[src/rtl/keypad_pkg.sv]
// Shared definitions for the matrix keypad scanner: FSM states and the
// 4x4 hex keypad legend.
package keypad_pkg;

   typedef enum logic [1:0] {
      ST_SCAN     = 2'd0,
      ST_DEBOUNCE = 2'd1,
      ST_HELD     = 2'd2,
      ST_RELEASE  = 2'd3
   } kp_state_e;

   // Legend of the 4x4 pad, rows top to bottom: 1 2 3 A / 4 5 6 B / 7 8 9 C / E 0 F D
   function automatic logic [3:0] hex_code(input logic [1:0] row, input logic [1:0] col);
      logic [3:0] code;
      case ({row, col})
         4'h0: code = 4'h1;
         4'h1: code = 4'h2;
         4'h2: code = 4'h3;
         4'h3: code = 4'hA;
         4'h4: code = 4'h4;
         4'h5: code = 4'h5;
         4'h6: code = 4'h6;
         4'h7: code = 4'hB;
         4'h8: code = 4'h7;
         4'h9: code = 4'h8;
         4'hA: code = 4'h9;
         4'hB: code = 4'hC;
         4'hC: code = 4'hE;
         4'hD: code = 4'h0;
         4'hE: code = 4'hF;
         default: code = 4'hD;
      endcase
      return code;
   endfunction

endpackage

[src/rtl/sync2.sv]
// Two-flop synchroniser for a bus of independent asynchronous level signals.
module sync2 #(
   parameter int unsigned W = 1
) (
   input  logic         clk,
   input  logic         rst_n,
   input  logic [W-1:0] d_i,
   output logic [W-1:0] q_o
);

   logic [W-1:0] meta_q;
   logic [W-1:0] sync_q;

   always_ff @(posedge clk or negedge rst_n) begin
      if (!rst_n) begin
         meta_q <= '0;
         sync_q <= '0;
      end else begin
         meta_q <= d_i;
         sync_q <= meta_q;
      end
   end

   assign q_o = sync_q;

endmodule

[src/rtl/keypad_scanner.sv]
// Row-scanning matrix keypad controller: drives one row at a time, debounces a
// single pressed key and reports press/hold/release with a key code.
module keypad_scanner
   import keypad_pkg::*;
#(
   parameter int unsigned N_ROWS       = 4,
   parameter int unsigned N_COLS       = 4,
   parameter int unsigned SCAN_DIV     = 1000,
   parameter int unsigned DEBOUNCE_CNT = 8,
   parameter int unsigned MAP_HEX      = 1,
   localparam int unsigned KW          = ($clog2(N_ROWS * N_COLS) > 4) ? $clog2(N_ROWS * N_COLS) : 4
) (
   input  logic              clk,
   input  logic              rst_n,
   input  logic [N_COLS-1:0] cols,
   output logic [N_ROWS-1:0] row_drv,
   output logic [KW-1:0]     key,
   output logic              key_valid,
   output logic              key_held,
   output logic              key_release
);

   localparam int unsigned RW = $clog2(N_ROWS);
   localparam int unsigned CW = $clog2(N_COLS);
   localparam int unsigned DW = $clog2(SCAN_DIV);
   localparam int unsigned MW = $clog2(DEBOUNCE_CNT + 1);

   logic [N_COLS-1:0] cs;

   kp_state_e         state_q, state_d;
   logic [DW-1:0]     dwell_q, dwell_d;
   logic [RW-1:0]     row_idx_q, row_idx_d;
   logic [N_ROWS-1:0] row_drv_q, row_drv_d;
   logic [CW-1:0]     col_idx_q, col_idx_d;
   logic [N_COLS-1:0] col_oh_q, col_oh_d;
   logic [MW-1:0]     match_q, match_d;
   logic [MW-1:0]     rel_q, rel_d;
   logic [KW-1:0]     key_q, key_d;
   logic              valid_q, valid_d;
   logic              held_q, held_d;
   logic              release_q, release_d;

   logic              sample_c;
   logic [RW-1:0]     row_next_c;
   logic [CW-1:0]     col_enc_c;
   logic [KW-1:0]     key_code_c;

   sync2 #(.W(N_COLS)) u_sync (
      .clk   (clk),
      .rst_n (rst_n),
      .d_i   (cols),
      .q_o   (cs)
   );

   // Dwell timing, next-row wrap, column encoding and key code of the latched position
   always_comb begin
      sample_c   = (dwell_q == DW'(SCAN_DIV - 1));
      dwell_d    = sample_c ? '0 : dwell_q + DW'(1);
      row_next_c = (row_idx_q == RW'(N_ROWS - 1)) ? '0 : row_idx_q + RW'(1);
      col_enc_c  = '0;
      for (int unsigned i = 0; i < N_COLS; i++) begin
         if (cs[i]) col_enc_c = CW'(i);
      end
      if (MAP_HEX != 0) begin
         key_code_c = KW'(hex_code(2'(row_idx_q), 2'(col_idx_q)));
      end else begin
         key_code_c = KW'(row_idx_q) * KW'(N_COLS) + KW'(col_idx_q);
      end
   end

   // Next-state logic; every decision is taken only on the sample cycle
   always_comb begin
      state_d   = state_q;
      row_idx_d = row_idx_q;
      col_idx_d = col_idx_q;
      col_oh_d  = col_oh_q;
      match_d   = match_q;
      rel_d     = rel_q;
      key_d     = key_q;
      valid_d   = 1'b0;
      held_d    = held_q;
      release_d = 1'b0;

      if (sample_c) begin
         case (state_q)
            ST_SCAN: begin
               if ($onehot(cs)) begin
                  col_idx_d = col_enc_c;
                  col_oh_d  = cs;
                  match_d   = '0;
                  state_d   = ST_DEBOUNCE;
               end else begin
                  row_idx_d = row_next_c;
               end
            end
            ST_DEBOUNCE: begin
               if (cs == col_oh_q) begin
                  if (match_q == MW'(DEBOUNCE_CNT - 1)) begin
                     key_d   = key_code_c;
                     valid_d = 1'b1;
                     held_d  = 1'b1;
                     match_d = '0;
                     state_d = ST_HELD;
                  end else begin
                     match_d = match_q + MW'(1);
                  end
               end else begin
                  match_d   = '0;
                  row_idx_d = row_next_c;
                  state_d   = ST_SCAN;
               end
            end
            ST_HELD: begin
               // The first zero sample already counts towards the release
               if (cs == '0) begin
                  if (DEBOUNCE_CNT <= 1) begin
                     release_d = 1'b1;
                     held_d    = 1'b0;
                     rel_d     = '0;
                     row_idx_d = row_next_c;
                     state_d   = ST_SCAN;
                  end else begin
                     rel_d   = MW'(1);
                     state_d = ST_RELEASE;
                  end
               end
            end
            ST_RELEASE: begin
               if (cs == '0) begin
                  if (rel_q == MW'(DEBOUNCE_CNT - 1)) begin
                     release_d = 1'b1;
                     held_d    = 1'b0;
                     rel_d     = '0;
                     row_idx_d = row_next_c;
                     state_d   = ST_SCAN;
                  end else begin
                     rel_d = rel_q + MW'(1);
                  end
               end else begin
                  rel_d   = '0;
                  state_d = ST_HELD;
               end
            end
            default: state_d = ST_SCAN;
         endcase
      end

      row_drv_d = N_ROWS'(1) << row_idx_d;
   end

   always_ff @(posedge clk or negedge rst_n) begin
      if (!rst_n) begin
         state_q   <= ST_SCAN;
         dwell_q   <= '0;
         row_idx_q <= '0;
         row_drv_q <= N_ROWS'(1);
         col_idx_q <= '0;
         col_oh_q  <= '0;
         match_q   <= '0;
         rel_q     <= '0;
         key_q     <= '0;
         valid_q   <= 1'b0;
         held_q    <= 1'b0;
         release_q <= 1'b0;
      end else begin
         state_q   <= state_d;
         dwell_q   <= dwell_d;
         row_idx_q <= row_idx_d;
         row_drv_q <= row_drv_d;
         col_idx_q <= col_idx_d;
         col_oh_q  <= col_oh_d;
         match_q   <= match_d;
         rel_q     <= rel_d;
         key_q     <= key_d;
         valid_q   <= valid_d;
         held_q    <= held_d;
         release_q <= release_d;
      end
   end

   assign row_drv     = row_drv_q;
   assign key         = key_q;
   assign key_valid   = valid_q;
   assign key_held    = held_q;
   assign key_release = release_q;

endmodule

[config.mk]
export PLATFORM = sky130hd
export DESIGN_NAME = keypad_scanner
export DESIGN_NICKNAME = d
export VERILOG_FILES = /design/src/rtl/keypad_pkg.sv /design/src/rtl/sync2.sv /design/src/rtl/keypad_scanner.sv
export SDC_FILE = /design/constraint.sdc
export NUM_CORES = 1
export LEC_CHECK = 0
export CORE_MARGIN = 4
export CORE_UTILIZATION = 35
export CTS_CLUSTER_SIZE = 8
export DETAILED_ROUTE_END_ITERATION = 8
export GPL_TIMING_DRIVEN = 0
export PLACE_DENSITY = 0.51
export SLEW_MARGIN = 5
export SYNTH_ARGS = -nofsm -noshare
export SYNTH_HDL_FRONTEND = slang
export SYNTH_HIERARCHICAL = 1
export SYNTH_SLANG_ARGS = --single-unit
[constraint.sdc]
create_clock -name clk -period 3.6 [get_ports clk]
set_input_delay 0.36 -clock clk [delete_from_list [all_inputs] [get_ports clk]]
set_output_delay 0.36 -clock clk [all_outputs]
set_load 0.05 [all_outputs]
==> results of run 1 <==
## through the flow
stage	cells	hold slack, ns
after floorplan	221	0.0644
after global placement	314	0.334
after detailed placement	315	0.337
after CTS	323	0.00610
after global routing	323	0.0208
final	323	0.00463
## metal layers
layer	track usage [%]	up-vias	part of all wire, %
met5	0	-	0
met4	4.97	0	1.7
met3	2.84	6	3.3
met2	15.4	17	42
met1	15.5	750	53
li1	-	819	-
## report_power, final
part / switching, µW / leakage [µW] / internal (µW)
Sequential: 3.03 / 0.000620 / 532
Combinational: 21.5 / 0.000589 / 15.0
Clock: 171 / 0.0000654 / 277
Total: 196 / 0.00128 / 824
## final timing paths
check | startpoint | to | slack, ns | depth (start not counted)
hold reg to reg | u_sync/meta_q[0] | u_sync/q_o[0] | 0.35 | 0
hold / removal | rst_n | u_sync/meta_q[1] | 0.005 | 1
max in group asynchronous | rst_n | row_drv[0] | 3.03 | 2
min in group clk | u_sync/meta_q[0] | u_sync/q_o[0] | 0.35 | 0
setup / recovery | u_sync/q_o[3] | row_idx_q[0] | 0.60 | 9
setup reg to reg | u_sync/q_o[3] | row_idx_q[0] | 0.60 | 9
## flip-flops by register name (all words and copies together), names as in the netlist
name and count:
col_idx_q 2, col_oh_q 4, dwell_q 10, key 4, key_held 1, key_release 1
key_valid 1, match_q 4, rel_q 4, row_drv 4, row_idx_q 2, state_q 2
u_sync/meta_q 4, u_sync/q_o 4
## cell type report
class | count | area (µm²)
fill | 625 | 3670
sequential | 47 | 1180
multi-input combinational | 156 | 1100
timing repair buffer | 17 | 175
tap | 77 | 96.3
clock buffer | 6 | 72.6
clock inverter | 2 | 60.1
inverter | 13 | 48.8
buffer | 5 | 20.0
## Yosys cell counts, drive strengths merged (2+ instances only)
| master | number | area (µm²) |
|---|---|---|
| nand2 | 23 | 93.8 |
| xor2 | 4 | 35.0 |
| o211ai | 3 | 22.5 |
| nor3b | 2 | 20.0 |
| nor2 | 20 | 82.6 |
| nor2b | 2 | 12.5 |
| nand3 | 10 | 50.1 |
| ha | 12 | 150 |
| inv | 13 | 48.8 |
| nand4 | 6 | 37.5 |
| nand2b | 3 | 18.8 |
| mux2 | 11 | 124 |
| or2 | 2 | 12.5 |
| o41ai | 2 | 17.5 |
| nor3 | 4 | 36.3 |
| clkbuf | 4 | 15.0 |
| dfrtp | 46 | 1150 |
| mux2i | 3 | 30.0 |
| xnor2 | 6 | 52.6 |
| o22a | 2 | 17.5 |
| o21ai | 26 | 130 |
| o31ai | 3 | 27.5 |
## critical path, delay by kind of cell (launching register included)
kind	cells	cell delay, ns
muxes	1	0.39
buffers and inverters	2	0.14
and+or+nand+nor	1	0.45
adders and majority gates	3	0.92
AOI/OAI and AO/OA	2	0.56
DFF	1	0.42
## cell families after synthesis
logic type / after synthesis
compound gates: 41
buf+inv: 18
fa+ha+maj: 13
flops: 47
simple gates: 78
xor+xnor: 10
mux: 14
==> results.cfg, run 1 <==
[pwr]
p_total_uw = 1020
p_leak_uw = 0.00128
p_per_area_nw_per_um2 = 370
peakVddDrop_v = 0.000233

[drt]
ant_nets = 0
wirelength_um = 4050
dr.first_iter.drc_count = 58
route.detailed.drc = 0
viasPerCell = 4.93
vias = 1592
wl_per_cell_um = 12.5
first_pass_iters = 4

[synthesis]
ys_seq_elements = 47
synthesis.area_um2 = 2350
yosysUniqueCellTypes = 45
synth.area.mux_share_pct = 6.55
avgSynthCellArea_um2 = 10.6
syn_inst = 221
syn_nets = 240
yosys.area_share.simple_pct = 18.3
synth_fa_ha_area_share_pct = 7.24
synth_top_family_by_area = simple AND/OR/NAND/NOR gates
synth_flop_cell = dfrtp_1
synth_compound_area_share_pct = 11.2
synth-seq-area-share_pct = 50.1
yosys_warnings = 6
synth_edf_count = 0
synth-xor-area-share_pct = 3.73
synthArstFlopShare_pct = 100

[clock_network]
cts_buffer_depth = 2
cts_root_buf = clkbuf_8
h-tree-depth = 2
cts_tree = done
cts_setup_buffers = 0
cts_resized = 0
clk_pin_slew_ns = 0.09
cts_buffers = 5
clk_latency_ns = 0.30
ctsHoldBuffers = 0
clock_sink_count = 47

[critical_path]
cp_cell_sequence = inv_1, fa_1, inv_1, ha_1, ha_1, nor3b_1, o31ai_1, a32oi_2, mux2_2
startpoint_type = flip-flop
crit_path_end_kind = flip-flop
path_class = flip-flop to flip-flop
crit_fanout = 6
arrival_ns = 3.19
critical_path.slowest_cell = fa_1
required_ns = 3.79
slowest_delay_ns = 0.48

[floorplanning]
dieArea_um2 = 8090
fp.coreArea_um2 = 6420
die_w_um = 90.0
pin_count = 17
start_util_pct = 36.6
row_count = 29
die-height_um = 90.0

[placed_design]
hpwl_um = 3010
pre_cts_ws_ns = 0.594
place_area_um2 = 2620
numPortBuffers = 16
routabilityCongestion = 0.765

[cells_and_area]
final_area_um2 = 2760
area_growth_syn_to_layout_pct = 17.2
nNetsFinal = 264
drive_gt1_share_pct = 11.0
diodes = 0
final_common_cell = dfrtp_1
final_core_util_pct = 42.9
final_cell_mix = dfrtp_1 (46), nand2_1 (22), o21ai_0 (21)

[run_status]
outcome = finished clean

[sta]
finalCritPeriodShare_pct = 83.3
setup_viol = 0
max_freq_mhz = 333
slew_headroom_pct = 65.7
worstMarginPinSlew_ns = 0.512
final-max-slew-violation-count = 0
rsz0062_at_grt = no
fin_crit_ns = 3.00
fin_tns_setup_ns = 0
hold_violations = 0
skew_ns = 0.00759
setup_slack_ns = 0.600

[grt]
antenna_found_initial = 0
grtUsageTotal_pct = 10.9
grt_pass1_vias = 1483
overflow = 0
grt_pass1_wl_um = 7150
grt_max_degree = 29

[hold_path]
hp-class = input port to async pin

[run]
max-cap-violations = 0
Note: power is estimated with default switching activity, not from simulation.
==> run 2, diff against run 1 <==
--- a/config.mk
+++ b/config.mk
@@ -10,7 +10,7 @@
 export CTS_CLUSTER_SIZE = 8
 export DETAILED_ROUTE_END_ITERATION = 8
 export GPL_TIMING_DRIVEN = 0
-export PLACE_DENSITY = 0.51
+export PLACE_DENSITY = 0.53
 export SLEW_MARGIN = 5
 export SYNTH_ARGS = -nofsm -noshare
 export SYNTH_HDL_FRONTEND = slang
==> constraint.sdc (replaced) <==
create_clock -name clk -period 2.66 [get_ports clk]
set_input_delay 0.266 -clock clk [delete_from_list [all_inputs] [get_ports clk]]
set_output_delay 0.266 -clock clk [all_outputs]
set_load 0.05 [all_outputs]
==> run 2 against run 1 <==
Clock power fell by 3%. Total power increased by 21%. Sequential cell count did not move. Global-route usage rose by 0.067 points. Design area rose by 1.5%. Via count is 2.0% higher. Critical path depth unchanged. First-iteration DRC count increased by 74%. Sequential share of layout area down 0.61 points. Sequential power rose by 35%. Die area is the same. Critical path type unchanged. Critical endpoint unchanged.
==> results.cfg, run 2 (synthesis results as in run 1) <==
[drt]
first_pass_iters = 4
highest_layer = met4
wl_per_cell_um = 12.6
wl_met1_um = 2190
viasPerCell = 4.94
wl_met2_um = 1770
vias = 1624
wirelength_um = 4150
ant_nets = 0
wl_met3_um = 140
route.detailed.drc = 0
dr.first_iter.drc_count = 101

[run_status]
outcome = finished clean

[clock_network]
clk_latency_ns = 0.30
cts_tree = done
h-tree-depth = 2
clock_sink_count = 47
cts_buffers = 5
clk_pin_slew_ns = 0.09
cts_buffer_depth = 2
cts_root_buf = clkbuf_8

[cells_and_area]
largest_register = dwell_q
drive_gt1_share_pct = 15.1
diodes = 0
final_area_um2 = 2800
nNetsFinal = 270
final_cell_mix = dfrtp_1 (46), nand2_1 (22), o21ai_0 (21)
largest_reg_flops = 10
area_growth_syn_to_layout_pct = 18.9
final_core_util_pct = 43.5
final-seq-area_um2 = 1180
final_cells = 329
multi_input_area_um2 = 1140
final_common_cell = dfrtp_1
fill_cells = 610

[pwr]
peakVddDrop_v = 0.000281
p_int_uw = 944
p_switching_uw = 287
combPwrFrac_pct = 5.9
p_leak_uw = 0.00128
p_sw_share_pct = 23.3
power.share.sequential_pct = 58.8
p_per_area_nw_per_um2 = 441
clock_power_share_pct = 35.4

[sta]
finalCritPeriodShare_pct = 94.9
hold_violations = 0
fin_tns_setup_ns = 0
worstMarginPinSlew_ns = 0.507
hold_ws_ns = 0.355
max_freq_mhz = 396
fin_crit_ns = 2.53
skew_ns = 0.00628
setup_viol = 0
final-max-slew-violation-count = 0
slew_headroom_pct = 66.1

[critical_path]
crit_fanout = 4
arrival_ns = 2.71
crit_path_end_kind = flip-flop
startpoint_type = flip-flop
required_ns = 2.85
path_class = flip-flop to flip-flop

[placed_design]
numPortBuffers = 16
hpwl_um = 3020
placed_cells = 315
place_area_um2 = 2630
routabilityCongestion = 0.829

[floorplanning]
dieArea_um2 = 8090
die_w_um = 90.0
start_util_pct = 36.6
fp.coreArea_um2 = 6420
row_count = 29
pin_count = 17
die-height_um = 90.0

[grt]
antenna_found_initial = 0
overflow = 0
grt_max_degree = 27
grtUsageTotal_pct = 11.0
grt_pass1_wl_um = 7360
grt_pass1_vias = 1588

[hold_path]
hp-class = flip-flop to flip-flop

[run]
max-cap-violations = 0
[run 2: changes by cell type in the layout (fill, tap and decap cells not counted), sizes merged]
cell	before	now
buf	3	8
bufinv	2	0
clkinv	0	2
clkbuf	10	9
clkinvlp	0	1
dlygate4sd3	0	1
[run 2: final timing paths]
kind                                  to  slack (ns)  cells after the start              from
hold reg to reg            u_sync/q_o[1]        0.35                      0  u_sync/meta_q[1]
max in group asynchronous     state_q[0]        1.69                      3             rst_n
setup / recovery            row_idx_q[0]        0.13                      9     u_sync/q_o[0]
min in group asynchronous     row_drv[1]        0.46                      2             rst_n
hold / removal             u_sync/q_o[1]        0.35                      0  u_sync/meta_q[1]
setup reg to reg            row_idx_q[0]        0.13                      9     u_sync/q_o[0]
[run 2: layout make-up]
| class | instances | share of cell area [%] |
|---|---|---|
| clock inverters | 3 | 0.895 |
| multi-input cells | 156 | 40.6 |
| flip-flops and latches | 47 | 42.1 |
| repair buffers | 23 | 7.97 |
| clock buffers | 5 | 2.46 |
| plain buffers | 5 | 0.716 |
| inverters | 13 | 1.75 |
| well taps | 77 | 3.45 |
[run 2: critical path: stages, from the launching register on]
cell and delay, ns:
dfrtp_1 0.38, inv_2 0.07, fa_1 0.52, inv_1 0.04
ha_2 0.17, ha_4 0.22, nor3b_4 0.26, o31ai_2 0.09
a32oi_2 0.28, mux2_2 0.37
[run 2: metrics by stage]
stage                     worst slack (ns)  power, µW
after global placement              -0.163        788
after global routing              -0.00781       1290
final                                0.135       1230
after floorplan                     0.0739        762
after detailed placement            -0.186        793
after CTS                         -0.00135       1250
[run 2: power groups by stage]
stage | Sequential [µW] | Combinational, µW | Clock [µW]
floorplan | 738 | 23.8 | 0
global placement | 739 | 49.8 | 0
detailed placement | 739 | 53.7 | 0
CTS | 724 | 66.8 | 458
global route | 725 | 81.4 | 484
finish | 724 | 72.4 | 436
[run 2: routing by layer]
layer  vias to the layer above  GRT usage, %
met5                         -             0
met3                         5          2.34
met2                        22          16.4
li1                        834             -
met4                         0          3.83
met1                       763          15.7
[run 2: what timing repair did]
item	in CTS	in global routing
buffers inserted	4	1
gates resized for setup	1	4
hold buffers	1	0
pin swaps	2	2
setup endpoints to repair	7	9
hold endpoints to repair	20	0
